**src/rtl/data_memory_dumper.sv**
```systemverilog
`default_nettype none
// ============================================================================
// Module      : data_memory_dumper
// Description : Walks the data memory word by word while the pipeline is
//               halted and streams every word, MSB first, as bytes to the
//               debug-unit UART transmitter. One start pulse = one full dump,
//               terminated by a single-cycle done pulse.
// Revision    : 1.0 - initial release
// ============================================================================
module data_memory_dumper #(
    parameter int N_WORDS    = 32,
    parameter int START_ADDR = 0
) (
    input  logic        i_clk,
    input  logic        i_rst,
    input  logic        i_start,
    output logic [31:0] o_Address,
    output logic        o_MemRead,
    output logic [1:0]  o_Long,
    output logic        o_MemSign,
    input  logic [31:0] i_Read_data,
    output logic [7:0]  o_tx_data,
    output logic        o_tx_valid,
    input  logic        i_tx_ready,
    output logic        o_busy,
    output logic        o_done
);

    // Word index width; a single-word dump still needs a 1-bit index.
    localparam int                IDX_W      = (N_WORDS > 1) ? $clog2(N_WORDS) : 1;
    localparam logic [IDX_W-1:0]  c_LAST_IDX = IDX_W'(N_WORDS - 1);
    localparam logic [31:0]       c_BASE     = 32'(START_ADDR);

    typedef enum logic [2:0] {
        S_IDLE    = 3'd0,
        S_REQ     = 3'd1,
        S_CAPTURE = 3'd2,
        S_SEND    = 3'd3,
        S_DONE    = 3'd4
    } state_t;

    state_t           r_state;
    logic [IDX_W-1:0] r_idx;
    logic [1:0]       r_byte_cnt;
    logic [31:0]      r_shift;
    logic             r_mem_read;
    logic             r_tx_valid;
    logic             r_busy;
    logic             r_done;

    // Full-word, unsigned reads only; the address tracks the word index and
    // never runs past the last dumped word because idx stops there.
    assign o_Long     = 2'b11;
    assign o_MemSign  = 1'b0;
    assign o_Address  = c_BASE + 32'(r_idx);
    assign o_MemRead  = r_mem_read;
    assign o_tx_data  = r_shift[31:24];
    assign o_tx_valid = r_tx_valid;
    assign o_busy     = r_busy;
    assign o_done     = r_done;

    // Dump sequencer: state, counters, shift register and all control outputs.
    always_ff @(posedge i_clk) begin
        if (i_rst) begin
            r_state    <= S_IDLE;
            r_idx      <= '0;
            r_byte_cnt <= 2'd0;
            r_shift    <= 32'd0;
            r_mem_read <= 1'b0;
            r_tx_valid <= 1'b0;
            r_busy     <= 1'b0;
            r_done     <= 1'b0;
        end else begin
            case (r_state)
                S_IDLE: begin
                    if (i_start) begin
                        r_state    <= S_REQ;
                        r_idx      <= '0;
                        r_mem_read <= 1'b1;
                        r_busy     <= 1'b1;
                    end
                end
                S_REQ: begin
                    // Memory registers the word at the end of this cycle.
                    r_state    <= S_CAPTURE;
                    r_mem_read <= 1'b0;
                end
                S_CAPTURE: begin
                    // Capture here only: the CPU-side mux may change the
                    // access size afterwards even though data is held.
                    r_shift    <= i_Read_data;
                    r_byte_cnt <= 2'd0;
                    r_tx_valid <= 1'b1;
                    r_state    <= S_SEND;
                end
                S_SEND: begin
                    // Valid and data hold until the transmitter accepts.
                    if (r_tx_valid && i_tx_ready) begin
                        r_shift    <= {r_shift[23:0], 8'h00};
                        r_byte_cnt <= r_byte_cnt + 2'd1;
                        if (r_byte_cnt == 2'd3) begin
                            r_tx_valid <= 1'b0;
                            if (r_idx == c_LAST_IDX) begin
                                r_state <= S_DONE;
                                r_done  <= 1'b1;
                            end else begin
                                r_idx      <= r_idx + IDX_W'(1);
                                r_mem_read <= 1'b1;
                                r_state    <= S_REQ;
                            end
                        end
                    end
                end
                S_DONE: begin
                    r_done  <= 1'b0;
                    r_busy  <= 1'b0;
                    r_idx   <= '0;
                    r_state <= S_IDLE;
                end
                default: begin
                    r_state    <= S_IDLE;
                    r_mem_read <= 1'b0;
                    r_tx_valid <= 1'b0;
                    r_busy     <= 1'b0;
                    r_done     <= 1'b0;
                end
            endcase
        end
    end

endmodule
`default_nettype wire

```
**config.mk**
```make
export PLATFORM = sky130hd
export DESIGN_NAME = data_memory_dumper
export DESIGN_NICKNAME = d
export VERILOG_FILES = /design/src/rtl/data_memory_dumper.sv
export SDC_FILE = /design/constraint.sdc
export NUM_CORES = 1
export LEC_CHECK = 0
export CORE_MARGIN = 2
export CORE_UTILIZATION = 30
export CTS_CLUSTER_SIZE = 12
export DETAILED_ROUTE_END_ITERATION = 8
export MAX_ROUTING_LAYER = met4
export PLACE_DENSITY = 0.67
export SLEW_MARGIN = 5
export SYNTH_ARGS = -nofsm -noshare
export SYNTH_HDL_FRONTEND = slang
export SYNTH_SLANG_ARGS = --single-unit
```
**constraint.sdc**
```tcl
create_clock -name i_clk -period 2.15 [get_ports i_clk]
set_clock_uncertainty 0.05 [all_clocks]
set_input_delay 0.215 -clock i_clk [delete_from_list [all_inputs] [get_ports i_clk]]
set_output_delay 0.215 -clock i_clk [all_outputs]
set_load 0.02 [all_outputs]
```
==> flow_summary.html <==
<table>
<tr><th>Metric</th><th>Value</th></tr>
<tr><th colspan="2">Status</th></tr>
<tr><td>Status</td><td>complete, no violations</td></tr>
<tr><th colspan="2">Routing</th></tr>
<tr><td>Wl on met1</td><td>2240 µm</td></tr>
<tr><td>Residual DRC count</td><td>0</td></tr>
<tr><td>Post-detailed-routing wire length</td><td>4650 µm</td></tr>
<tr><td>Met3 layer wire length in the routed design</td><td>193 µm</td></tr>
<tr><td>Antenna-violating nets left</td><td>0</td></tr>
<tr><td>Via count normalized by instance count</td><td>4.46</td></tr>
<tr><td>Uppermost layer routed</td><td>met4</td></tr>
<tr><td>Met2 Wirelength</td><td>2170 µm</td></tr>
<tr><td>DRC marker count from the first detailed-route iteration</td><td>87</td></tr>
<tr><td>Average wire per standard cell</td><td>12.0 µm</td></tr>
<tr><td>Via Count</td><td>1,735</td></tr>
<tr><td>Number of detailed-routing iterations run before antenna repair</td><td>4</td></tr>
<tr><th colspan="2">Place</th></tr>
<tr><td>Detailed placer's ending HPWL</td><td>3350 µm</td></tr>
<tr><td>Number of cells in the design after placement</td><td>381</td></tr>
<tr><td>Placer Congestion</td><td>0.823</td></tr>
<tr><td>Port Buffer Count</td><td>52</td></tr>
<tr><th colspan="2">Timing</th></tr>
<tr><td>Final hold viol count</td><td>0</td></tr>
<tr><td>RSZ-0062 raised after global routing</td><td>no</td></tr>
<tr><td>Setup violators final</td><td>0</td></tr>
<tr><td>Post-Route Setup TNS</td><td>0 ns</td></tr>
<tr><td>Relative slew margins</td><td>58.2%</td></tr>
<tr><td>Highest clock rate</td><td>490 MHz</td></tr>
<tr><td>Actual transition at the worst max-transition pin</td><td>0.620 ns</td></tr>
<tr><td>Final hold slack</td><td>0.420 ns</td></tr>
<tr><td>Final min period</td><td>2.04 ns</td></tr>
<tr><td>Final worst-path cycle share</td><td>94.9%</td></tr>
<tr><td>Number of max-slew violations in the final report</td><td>0</td></tr>
<tr><th colspan="2">Yosys</th></tr>
<tr><td>Number of flops mapped to enable cells by yosys</td><td>0</td></tr>
<tr><td>Post-synth ARST share</td><td>0%</td></tr>
<tr><td>Number of synthesis warnings</td><td>0</td></tr>
<tr><td>Cells after Synth</td><td>253</td></tr>
<tr><td>Most used DFF post-synth</td><td>sky130_fd_sc_hd__dfxtp_1</td></tr>
<tr><td>Count of different cell masters after synthesis</td><td>34</td></tr>
<tr><td>Number of flip-flops and latches in the synthesized netlist</td><td>46</td></tr>
<tr><td>Seq/Total Area, Yosys</td><td>40.4%</td></tr>
<tr><td>Synthesized area per cell</td><td>9.02 µm²</td></tr>
<tr><td>Summed instance area of the synthesized netlist</td><td>2280 µm²</td></tr>
<tr><th colspan="2">Power and ir drop</th></tr>
<tr><td>Post-layout power</td><td>1.90 mW</td></tr>
<tr><td>IR Drop Worst-Case VDD</td><td>0.000320 V</td></tr>
<tr><td>Reported leakage power</td><td>1.06 nW</td></tr>
<tr><td>Ratio of total power to cell area</td><td>673 nW/µm²</td></tr>
<tr><th colspan="2">GRT</th></tr>
<tr><td>Initial antenna violation count</td><td>0</td></tr>
<tr><td>Vias in the first global route</td><td>1,605</td></tr>
<tr><td>Largest net degree at the start of global routing</td><td>49</td></tr>
<tr><td>Global route overflow</td><td>0</td></tr>
<tr><td>Wire length of the first global-routing pass</td><td>7490 µm</td></tr>
<tr><td>Global router's overall resource usage</td><td>11.2%</td></tr>
<tr><th colspan="2">Floorplanning</th></tr>
<tr><td>Initial Utilization</td><td>31.3%</td></tr>
<tr><td>Floorplan row count</td><td>31</td></tr>
<tr><td>Number of placed I/O pins</td><td>83</td></tr>
<tr><td>Vert. Die Dim</td><td>91.2 µm</td></tr>
<tr><td>Core footprint</td><td>7290 µm²</td></tr>
<tr><td>Die W</td><td>91.2 µm</td></tr>
<tr><td>Area enclosed by the die boundary</td><td>8320 µm²</td></tr>
<tr><th colspan="2">Critical path</th></tr>
<tr><td>Data required time of the worst path</td><td>2.33 ns</td></tr>
<tr><td>Endpoint class of the critical path</td><td>flip-flop</td></tr>
<tr><td>Maximum fanout along the worst path</td><td>5</td></tr>
<tr><td>Worst setup path class</td><td>flip-flop to flip-flop</td></tr>
<tr><td>Crit path launch type</td><td>flip-flop</td></tr>
<tr><td>Data arrival time of the critical path</td><td>2.22 ns</td></tr>
<tr><th colspan="2">CTS</th></tr>
<tr><td>Master cell of the clock root buffer</td><td>sky130_fd_sc_hd__clkbuf_8</td></tr>
<tr><td>Clock transition at the registers of the reported paths</td><td>0.09 ns</td></tr>
<tr><td>CTS Buffer Depth</td><td>2</td></tr>
<tr><td>Post-CTS Setup Inserts</td><td>0</td></tr>
<tr><td>Clock sink count</td><td>46</td></tr>
<tr><td>Number of buffers inserted during clock tree synthesis</td><td>5</td></tr>
<tr><td># hold bufs at CTS</td><td>0</td></tr>
<tr><td>Post-cts repair resize count</td><td>0</td></tr>
<tr><td>Worst skew pair latency</td><td>0.29 ns</td></tr>
<tr><td>TritonCTS clock tree</td><td>built</td></tr>
<tr><td>Number of levels the H-tree was split into</td><td>2</td></tr>
<tr><th colspan="2">Final layout</th></tr>
<tr><td>Multi-input gate area</td><td>1120 µm²</td></tr>
<tr><td>Layout cells sized above 1</td><td>6.21%</td></tr>
<tr><td>ANT cells</td><td>0</td></tr>
<tr><td>Area Overhead vs Synth</td><td>23.6%</td></tr>
<tr><td>Footprint of the flip-flops and latches</td><td>922 µm²</td></tr>
<tr><td>Non-Filler Instances</td><td>389</td></tr>
<tr><td>Final-stage net count</td><td>328</td></tr>
<tr><td>Fill count</td><td>778</td></tr>
<tr><th colspan="2">Job</th></tr>
<tr><td>Number of violations of the max-capacitance limit</td><td>0</td></tr>
<tr><th colspan="2">Worst hold path</th></tr>
<tr><td>Min-Delay Path Class</td><td>flip-flop to flip-flop</td></tr>
</table>
-- per-layer routing --
| layer | GRT usage [%] | vias up |
|---|---|---|
| met5 | - | - |
| met4 | 4.29 | 0 |
| met3 | 2.16 | 2 |
| met2 | 18.0 | 51 |
| met1 | 14.0 | 783 |
| li1 | - | 899 |
-- metrics by stage --
step	instance area [µm²]	util (%)	worst slack [ns]
final	2820	38.7	0.110
after global routing	2820	38.7	0.0355
after CTS	2820	38.7	0.127
after detailed placement	2730	37.4	0.130
after global placement	2730	37.4	0.202
after floorplan	2390	-	0.0396
-- critical path: stages (launching register included) --
cell,delay [ns]
sky130_fd_sc_hd__dfxtp_1,0.35
sky130_fd_sc_hd__ha_1,0.23
sky130_fd_sc_hd__and3_1,0.19
sky130_fd_sc_hd__ha_1,0.22
sky130_fd_sc_hd__or3_1,0.40
sky130_fd_sc_hd__or3_1,0.38
sky130_fd_sc_hd__a31oi_1,0.16
-- path summary, 6_finish.rpt --
path                         startpoint               endpoint  slack [ns]  cells past startpoint
setup / recovery  r_idx[0]$_SDFFE_PP0P_  r_idx[3]$_SDFFE_PP0P_        0.11                      6
setup reg to reg  r_idx[0]$_SDFFE_PP0P_  r_idx[3]$_SDFFE_PP0P_        0.11                      6
hold reg to reg     o_done$_SDFFE_PP0P_    o_done$_SDFFE_PP0P_        0.42                      1
hold / removal      o_done$_SDFFE_PP0P_    o_done$_SDFFE_PP0P_        0.42                      1
-- state kept, by name (all words and copies together) (netlist names) --
name and count:
r_idx 5, r_byte_cnt 2, o_tx_valid 1, o_busy 1, r_shift 32, r_state 3, o_done 1, o_MemRead 1
-- synth_stat cells, drive strengths merged (4+ instances only) --
master  count  share of area (%)
dfxtp      46                 40
buf        44                 14
nor2       37                6.1
a211oi     24                7.9
mux2i      24                 11
clkbuf     11                1.9
a21oi       8                1.8
a22oi       8                2.6
nand3       6                1.3
nand2       5               0.82
nand3b      5                2.2
and3        4                1.1
-- kinds of logic after synthesis --
family | after synthesis | share of synthesized area (%)
buffers and inverters | 55 | 15.8
flip-flops | 46 | 40.4
other | 2 | 0.329
AND/OR/NAND/NOR | 70 | 15.2
adder cells (fa/ha/maj) | 3 | 1.64
AO/OA/AOI/OAI | 53 | 16.2
multiplexers | 24 | 10.5
-- power breakdown --
group	switching [mW]	total (mW)	internal, mW
combinational	0.216	0.397	0.181
sequential	0.0337	0.944	0.911
clock	0.320	0.556	0.235
-- cell type report --
type | instances | share of cell area [%]
flip-flops and latches | 46 | 32.7
clock buffers | 5 | 2.44
repair buffers | 56 | 20.0
clock inverters | 3 | 0.887
multi-input cells | 180 | 39.6
well taps | 99 | 4.39
-- cells in the final DEF (no fill, tap or decap), types with 3 or more instances in the layout --
master / netlist / routed
sky130_fd_sc_hd__nor2b_1: 3 / 3
sky130_fd_sc_hd__ha_1: 3 / 3
sky130_fd_sc_hd__nand2_1: 5 / 5
sky130_fd_sc_hd__nand3_1: 6 / 6
sky130_fd_sc_hd__and3_1: 4 / 4
sky130_fd_sc_hd__mux2i_1: 24 / 24
sky130_fd_sc_hd__clkdlybuf4s50_1: 0 / 52
sky130_fd_sc_hd__a211oi_1: 24 / 24
sky130_fd_sc_hd__conb_1: 2 / 30
sky130_fd_sc_hd__dfxtp_1: 46 / 45
sky130_fd_sc_hd__o21ai_0: 3 / 3
sky130_fd_sc_hd__a21oi_1: 8 / 7
sky130_fd_sc_hd__nor2_1: 37 / 37
sky130_fd_sc_hd__a31oi_1: 3 / 3
sky130_fd_sc_hd__buf_4: 40 / 3
sky130_fd_sc_hd__nand3b_1: 4 / 4
sky130_fd_sc_hd__clkbuf_8: 0 / 5
sky130_fd_sc_hd__a22oi_1: 8 / 8
No activity file was read; power rests on OpenSTA's default activity.
